==> config.mk <==
export PLATFORM = sky130hd
export DESIGN_NAME = servo_pen_sequencer
export DESIGN_NICKNAME = d
export VERILOG_FILES = /design/src/rtl/servo_pen_sequencer.sv
export SDC_FILE = /design/constraint.sdc
export NUM_CORES = 1
export LEC_CHECK = 0
export BUFFER_PORTS_ARGS = -buffer_cell sky130_fd_sc_hd__buf_2
export CAP_MARGIN = 0
export CELL_PAD_IN_SITES_DETAIL_PLACEMENT = 1
export CELL_PAD_IN_SITES_GLOBAL_PLACEMENT = 1
export CORE_AREA = 3 3 94 96
export DETAILED_ROUTE_END_ITERATION = 12
export DIE_AREA = 0 0 97 99
export PLACE_DENSITY_LB_ADDON = 0.1
export RECOVER_POWER = 50
export SLEW_MARGIN = 25
export SYNTH_ARGS = -nofsm -noshare
export SYNTH_HDL_FRONTEND = slang
export SYNTH_SLANG_ARGS = --single-unit
export TNS_END_PERCENT = 10
==> constraint.sdc <==
create_clock -name clk -period 3.36 [get_ports clk]
set_input_delay 0.672 -clock clk [delete_from_list [all_inputs] [get_ports clk]]
set_output_delay 0.672 -clock clk [all_outputs]
set_load 0.005 [all_outputs]
==> src/rtl/servo_pen_sequencer.sv <==
// Pen-lift servo sequencer: accepts up/down commands, slews the PWM width, settles, pulses done.
// Optional stepped slew is enabled by defining SERVO_SLEW_EN; otherwise the width jumps in one frame.
module servo_pen_sequencer #(
  parameter int PERIOD        = 2000000,
  parameter int POS_UP        = 150000,
  parameter int POS_DOWN      = 200000,
  parameter int STEP          = 5000,
  parameter int SETTLE_FRAMES = 10
) (
  input  logic        clk,
  input  logic        rst,
  input  logic        cmd_valid,
  input  logic        cmd_down,
  output logic        cmd_ready,
  output logic        busy,
  output logic        done,
  output logic        pen_is_down,
  output logic [20:0] cur_width,
  output logic        pwm
);

  localparam logic [1:0] IDLE   = 2'd0;
  localparam logic [1:0] SLEW   = 2'd1;
  localparam logic [1:0] SETTLE = 2'd2;

`ifdef SERVO_SLEW_EN
  localparam bit SLEW_ON = 1'b1;
`else
  localparam bit SLEW_ON = 1'b0;
`endif

  // Without stepped slew the per-frame limit is lifted, so one frame reaches target.
  localparam logic [20:0] STP   = SLEW_ON ? 21'(STEP) : {21{1'b1}};
  localparam logic [20:0] P_UP  = 21'(POS_UP);
  localparam logic [20:0] P_DN  = 21'(POS_DOWN);
  localparam logic [20:0] F_END = 21'(PERIOD - 1);
  localparam int          SW    = $clog2(SETTLE_FRAMES + 1);
  localparam logic [SW-1:0] S_LAST = SW'(SETTLE_FRAMES - 1);

  logic [1:0]    state;
  logic [20:0]   frame_cnt;
  logic [20:0]   target;
  logic [20:0]   nxt_w;
  logic [20:0]   cmd_tgt;
  logic [SW-1:0] settle_cnt;
  logic          frame_end;

  assign frame_end   = (frame_cnt == F_END);
  assign cmd_ready   = (state == IDLE);
  assign busy        = (state != IDLE);
  assign pen_is_down = (state == IDLE) && (cur_width == P_DN);
  assign cmd_tgt     = cmd_down ? P_DN : P_UP;

  // Free-running frame counter, wraps every PERIOD cycles.
  always_ff @(posedge clk or posedge rst) begin
    if (rst) begin
      frame_cnt <= '0;
    end else if (frame_end) begin
      frame_cnt <= '0;
    end else begin
      frame_cnt <= frame_cnt + 21'd1;
    end
  end

  // Registered PWM output; one cycle behind the frame counter.
  always_ff @(posedge clk or posedge rst) begin
    if (rst) begin
      pwm <= 1'b0;
    end else begin
      pwm <= (frame_cnt < cur_width);
    end
  end

  // Next width: move toward target by at most STP, compare before subtract.
  always_comb begin
    nxt_w = target;
    if (target > cur_width) begin
      if ((target - cur_width) > STP) begin
        nxt_w = cur_width + STP;
      end
    end else if ((cur_width - target) > STP) begin
      nxt_w = cur_width - STP;
    end
  end

  // Command FSM; width only changes on frame_end so every pulse is whole.
  always_ff @(posedge clk or posedge rst) begin
    if (rst) begin
      state      <= IDLE;
      cur_width  <= P_UP;
      target     <= P_UP;
      settle_cnt <= '0;
      done       <= 1'b0;
    end else begin
      done <= 1'b0;
      unique case (state)
        IDLE: begin
          if (cmd_valid) begin
            target     <= cmd_tgt;
            settle_cnt <= '0;
            state      <= (cmd_tgt != cur_width) ? SLEW : SETTLE;
          end
        end
        SLEW: begin
          if (frame_end) begin
            cur_width <= nxt_w;
            if (nxt_w == target) begin
              state <= SETTLE;
            end
          end
        end
        SETTLE: begin
          if (frame_end) begin
            if (settle_cnt == S_LAST) begin
              settle_cnt <= '0;
              state      <= IDLE;
              done       <= 1'b1;
            end else begin
              settle_cnt <= settle_cnt + 1'b1;
            end
          end
        end
        default: state <= IDLE;
      endcase
    end
  end

endmodule

# --- After elaboration in Yosys (flattened, before gate mapping) ---
# Cells that the tools add are included.
word_totals:
  register_bits: 71
  latch_bits: 0
  mem_bits_rw: 0
  romBits: 0
  in_bits: 4
  output_inout_bits: 26
  wordCells: 56
  memories: 0
op_classes:
  add_sub_neg: 6
  n_mul: 0
  div_mod_pow: 0
  n_lt_le_gt_ge: 4
  n_eq_ne: 12
  n_shift: 0
  n_mux: 19
  bitwise: 0
  n_reduce_logical: 8
op_table:
  columns: ["cell", "n"]
  rows:
  - ["2-to-1 mux 21 bit", 4]
  - ["> comparator 21 bit (second input constant)", 2]
  - ["subtractor 21 bit", 2]
  - ["adder 21 x 1 -> 21 bit (second input constant)", 1]
  - ["adder 21 bit (second input constant)", 1]
  - ["equality test 21 x 18 -> 1 bit (second input constant)", 1]
  - ["equality test 21 bit", 1]
  - ["equality test 21 bit (second input constant)", 1]
  - ["> comparator 21 bit", 1]
  - ["less-than comparator 21 bit", 1]
  - ["!= test 18 x 21 -> 1 bit", 1]
  - ["subtractor 21 bit (second input constant)", 1]
  - ["2-to-1 mux 17 bit", 1]
  - ["2-to-1 mux 2 bit", 6]
  - ["2-to-1 mux 4 bit", 3]
  - ["!= test 2 bit (second input constant)", 5]
  - ["case mux 4 bit (2 select lines)", 1]
  - ["case mux 2 bit (3 select lines)", 1]
  - ["AND reduction 5 bit", 1]
  - ["adder 4 x 1 -> 4 bit (second input constant)", 1]
  - ["equality test 4 bit (second input constant)", 1]
  - ["AND reduction 2 bit", 2]
  - ["nonzero test 2 bit", 2]
  - ["2-to-1 mux 1 bit", 3]
  - ["5 further kinds", 5]

# --- Logic depth before layout (Yosys ltp) ---
logic_depth:
  word_depth: 8
  mapped_depth: 13
  ltp_nobuf: 12

# --- Worst setup path before layout ---
# Ideal clock, no wire load.
synth_path:
  path_type: "reg2reg"
  from: "register target[14]"
  to: "register state[1]"
  setup_ns: 0.124
  arrival_ns: 2.738
  required_time_ns: 3.236
  slack_ns: 0.498
  path_stages_with_launch: 11
  n_path_buf: 0
  period_less_slack_ns: 2.862
  cell_sequence: "dfstp_2 > ha_1 > inv_1 > fa_1 > a31o_2 > o31a_1 > o22ai_1 > o311ai_1 > a2111oi_4 > and3b_1 > o31a_1"
synth_between:
  elab_chain_len: 7
  word_cells_on_any_way: 11
  cone_classes: "add/sub: 2; order compare: 3; eq/ne: 2; mux: 3; reduce/logical: 1"
synth_rtl:
  columns: ["element", "line", "text"]
  rows:
  - ["from (decl)", "42", "logic [20:0] target;"]
  - ["from (signal assigned)", "99", "target <= cmd_tgt;"]
  - ["subtractor 21 bit (on tied branches)", "81, 78", null]
  - ["> comparator 21 bit (on tied branches)", "81, 78", null]
  - ["2-to-1 mux 21 bit (on tied branches)", "81, 78", null]
  - ["2-to-1 mux 21 bit", "77", "if (target > cur_width) begin"]
  - ["equality test 21 bit *", "107", "if (nxt_w == target) begin"]
  - ["!= test 2 bit (no line) *", null, null]
  - ["AND reduction 5 bit (no line) *", null, null]
  - ["to (signal assigned)", "101", "state <= (cmd_tgt != cur_width) ? SLEW : SETTLE;"]
  - ["to (decl)", "40", "logic [1:0] state;"]
# Every way passes the cells marked *; elsewhere a longest branch is shown, timed or not.
# A chain may end at the register's enable or synchronous reset.

# --- Final worst setup path ---
layout_path:
  from: "register target[14]"
  to: "register cur_width[7]"
layout_between:
  elab_chain_len: 4
  word_cells_on_any_way: 8
  cone_classes: "add/sub: 2; order compare: 3; mux: 3"
layout_rtl:
  columns: ["element", "line", "text"]
  rows:
  - ["subtractor 21 bit (on tied branches)", "81, 78", null]
  - ["> comparator 21 bit (on tied branches)", "81, 78", null]
  - ["2-to-1 mux 21 bit (on tied branches)", "81, 78", null]
  - ["2-to-1 mux 21 bit *", "77", null]
  - ["to (signal assigned)", "106", "cur_width <= nxt_w;"]
  - ["to (decl)", "18", "output logic [20:0] cur_width,"]
# Marks and branches as above.

==> key figures <==
Floorplan
  • Die height: 99 um
  • Ports: 30
  • Die width: 97 um
  • Core Area: 8130 um2
  • Initial core utilization: 46.4%
  • Die area: 9600 um2
  • FP Rows: 33

Synthesis
  • EDFF count, synth: 0
  • Syn Inst Count: 413
  • Synthesized flop and latch total: 52
  • Post-Syn Area: 3770 um2
  • Post-synth top area cell: dfrtp_1
  • Async SR Flop Fraction: 100%
  • Total number of yosys warnings: 0
  • Area contributors post-synth: dfrtp_1, ha_1, dfstp_2
  • Net Count, Synth: 454
  • Average size of a mapped cell: 9.13 um2
  • Sequential element share of the synthesized area: 34.8%
  • Post-synth cell types: 71
  • Synth top area share: 28.5%
  • Synth Flop Type: dfrtp_1

Global route
  • Tot GR Track Use: 24.5%
  • Number of global-route vias before repair: 3,508
  • Antenna violations before repair: 0
  • Grt total ovfl: 0
  • Global-route wire length before repair: 18,900 um
  • Largest net degree at the start of global routing: 50

Clock tree
  • Clk buf depth: 2
  • Clock root buffer: clkbuf_8
  • H-tree depth: 2
  • Clk Latency, worst-skew pair: 310 ps
  • TritonCTS Buffers: 5
  • Reg clk slew, reported paths: 100 ps
  • CTS tree: yes
  • CTS Sinks: 52

Routing
  • Routed Antenna Nets: 0
  • Initial DRC Count: 140
  • Drt wl/cell: 20.7 um
  • Vias post-DR: 3,363
  • Routed wire length: 11,400 um
  • Vias per inst: 6.08
  • Post-route DRC: 0
  • DR pass1 iterations: 4

Pwr
  • Pleak: 1.86 nW
  • Pwr dens: 290 nW/um2
  • Max VDD drop: 173 uV

Timing
  • Tmin final: 3380 ps
  • Final setup viols: 2
  • Hold Fails Final Rpt: 0
  • Relative slew slack: -50.2%
  • Final slew viol count: 50
  • Final worst-path cycle share: 100%
  • Fmax: 0.296 GHz
  • Clock Skew: 13.6 ps
  • Worst slew pin tran: 2240 ps
  • Setup slack after layout: -16.4 ps

Finish
  • Ant diodes: 0
  • Fin util: 52.2%
  • Synth-to-Final Area Change: 12.6%
  • Share of cells above drive strength 1: 19.4%
  • Most used cells in the layout excluding fill and tap cells: dfrtp_1, nor2_1, ha_1, inv_1
  • Commonest non-fill, non-tap cell in the layout: dfrtp_1
  • Final std cells w/o fill: 553
  • Fin nets: 488

Worst setup path
  • Worst-path fanout max: 5
  • WS Path Type: reg2reg
  • CP Capture Type: register
  • Startpoint types: register
  • WP data arrival: 3610 ps
  • Required time worst endpoint: 3590 ps

Placed design
  • Detail Placement HPWL: 8660 um
  • Placed cell count: 541
  • Port buffer count: 29
  • RePlAce Congestion: 1.05

Worst hold path
  • Hold Crit Class: reg2reg

Flow run
  • Max cap viols: 1

Run status
  • Status: finished, violations left
  • Failing checks: capacitance limit, slew limit, setup timing
critical path, cell delays in order (launching register included):
cell,delay (ps)
dfstp_2,610
ha_4,160
inv_2,40
fa_2,550
nor2b_4,120
o2111a_1,200
o2111ai_2,150
nor4_2,360
o2111ai_2,200
a2111oi_4,340
buf_4,240
mux2i_2,230
a2bb2oi_2,80
worst paths after layout:
check	from	to	slack (ps)	depth (start not counted)
worst max-delay path	target[14]	cur_width[7]	-20	12
worst min register to register	frame_cnt[0]	frame_cnt[0]	480	1
worst min-delay path	frame_cnt[0]	frame_cnt[0]	480	1
min in group asynchronous	rst	cur_width[3]	920	2
worst max register to register	target[14]	cur_width[7]	-20	12
max in group asynchronous	rst	cur_width[19]	1410	2
final cells by class:
| cell class | count | area (um2) |
|---|---|---|
| Timing Repair Buffer | 42 | 234 |
| Clock buffer | 6 | 82.6 |
| Inverter | 31 | 120 |
| Tap cell | 105 | 131 |
| Multi-Input combinational cell | 315 | 2330 |
| Clock inverter | 2 | 38.8 |
| Sequential cell | 52 | 1310 |
| Fill cell | 950 | 3880 |
layer usage:
| layer | GRT usage (%) | routed length, um | up-vias |
|---|---|---|---|
| li1 | - | - | 1543 |
| met1 | 32.3 | 5130 | 1687 |
| met2 | 39.6 | 5330 | 92 |
| met3 | 3.68 | 397 | 41 |
| met4 | 12.1 | 588 | 0 |
| met5 | 0 | 0 | - |
flip-flops by register name (all words and copies together) (netlist names):
signal and flops:
target 2, state 2, cur_width 21, settle_cnt 4, pwm 1, done 1, frame_cnt 21
where the power goes:
group	leakage, nW	internal, mW	switching [mW]	total (mW)
Sequential	0.669	0.634	0.00801	0.642
Clock	0.0614	0.244	0.223	0.467
Combinational	1.12	0.0496	0.0740	0.124
synth_stat cells (all sizes together), types with 4 or more instances:
cell and instances:
buf 10, o21ai 28, nor3 6, or2 5, xnor2 9, xor2 9
ha 36, mux2i 8, nor4b 5, a21oi 16, dfstp 9, clkbuf 5
nand2b 12, a21o 10, o2111ai 4, nor2 36, and3 8, dfrtp 43
nand2 25, a31oi 4, nand3 22, nand4 6, o31ai 4, nor4 4
or3 6, inv 31, nor2b 7
repair_timing:
item / 4_1_cts / 5_1_grt
pin swaps: 1 / 8
endpoints found under the hold margin: 0 / 0
buffers inserted: 1 / 3
gates resized for setup: 0 / 17
hold buffers: 0 / 0
setup endpoints to repair: 4 / 15
per-stage QoR:
step	worst slack, ps	hold WS, ps	power [mW]	setup TNS, ps	area [um2]
after floorplan	498	439	0.724	0	3770
after global placement	59.6	465	0.752	0	4030
after detailed placement	11.5	467	0.756	0	4030
after CTS	13.3	464	1.23	0	4160
after global routing	-145	517	1.29	-915	4250
final	-16.4	478	1.23	-29.5	4250
cells by family after synthesis:
family,after synthesis,share of synthesized area (%)
xor gates and xnor gates,18,4.18
buffers and inverters,46,5.41
and+or+nand+nor,157,22.9
muxes,9,2.42
DFF,52,34.8
AOI/OAI and AO/OA,94,17.8
adders and majority gates,37,12.5
(Power assumes the default switching activity.)
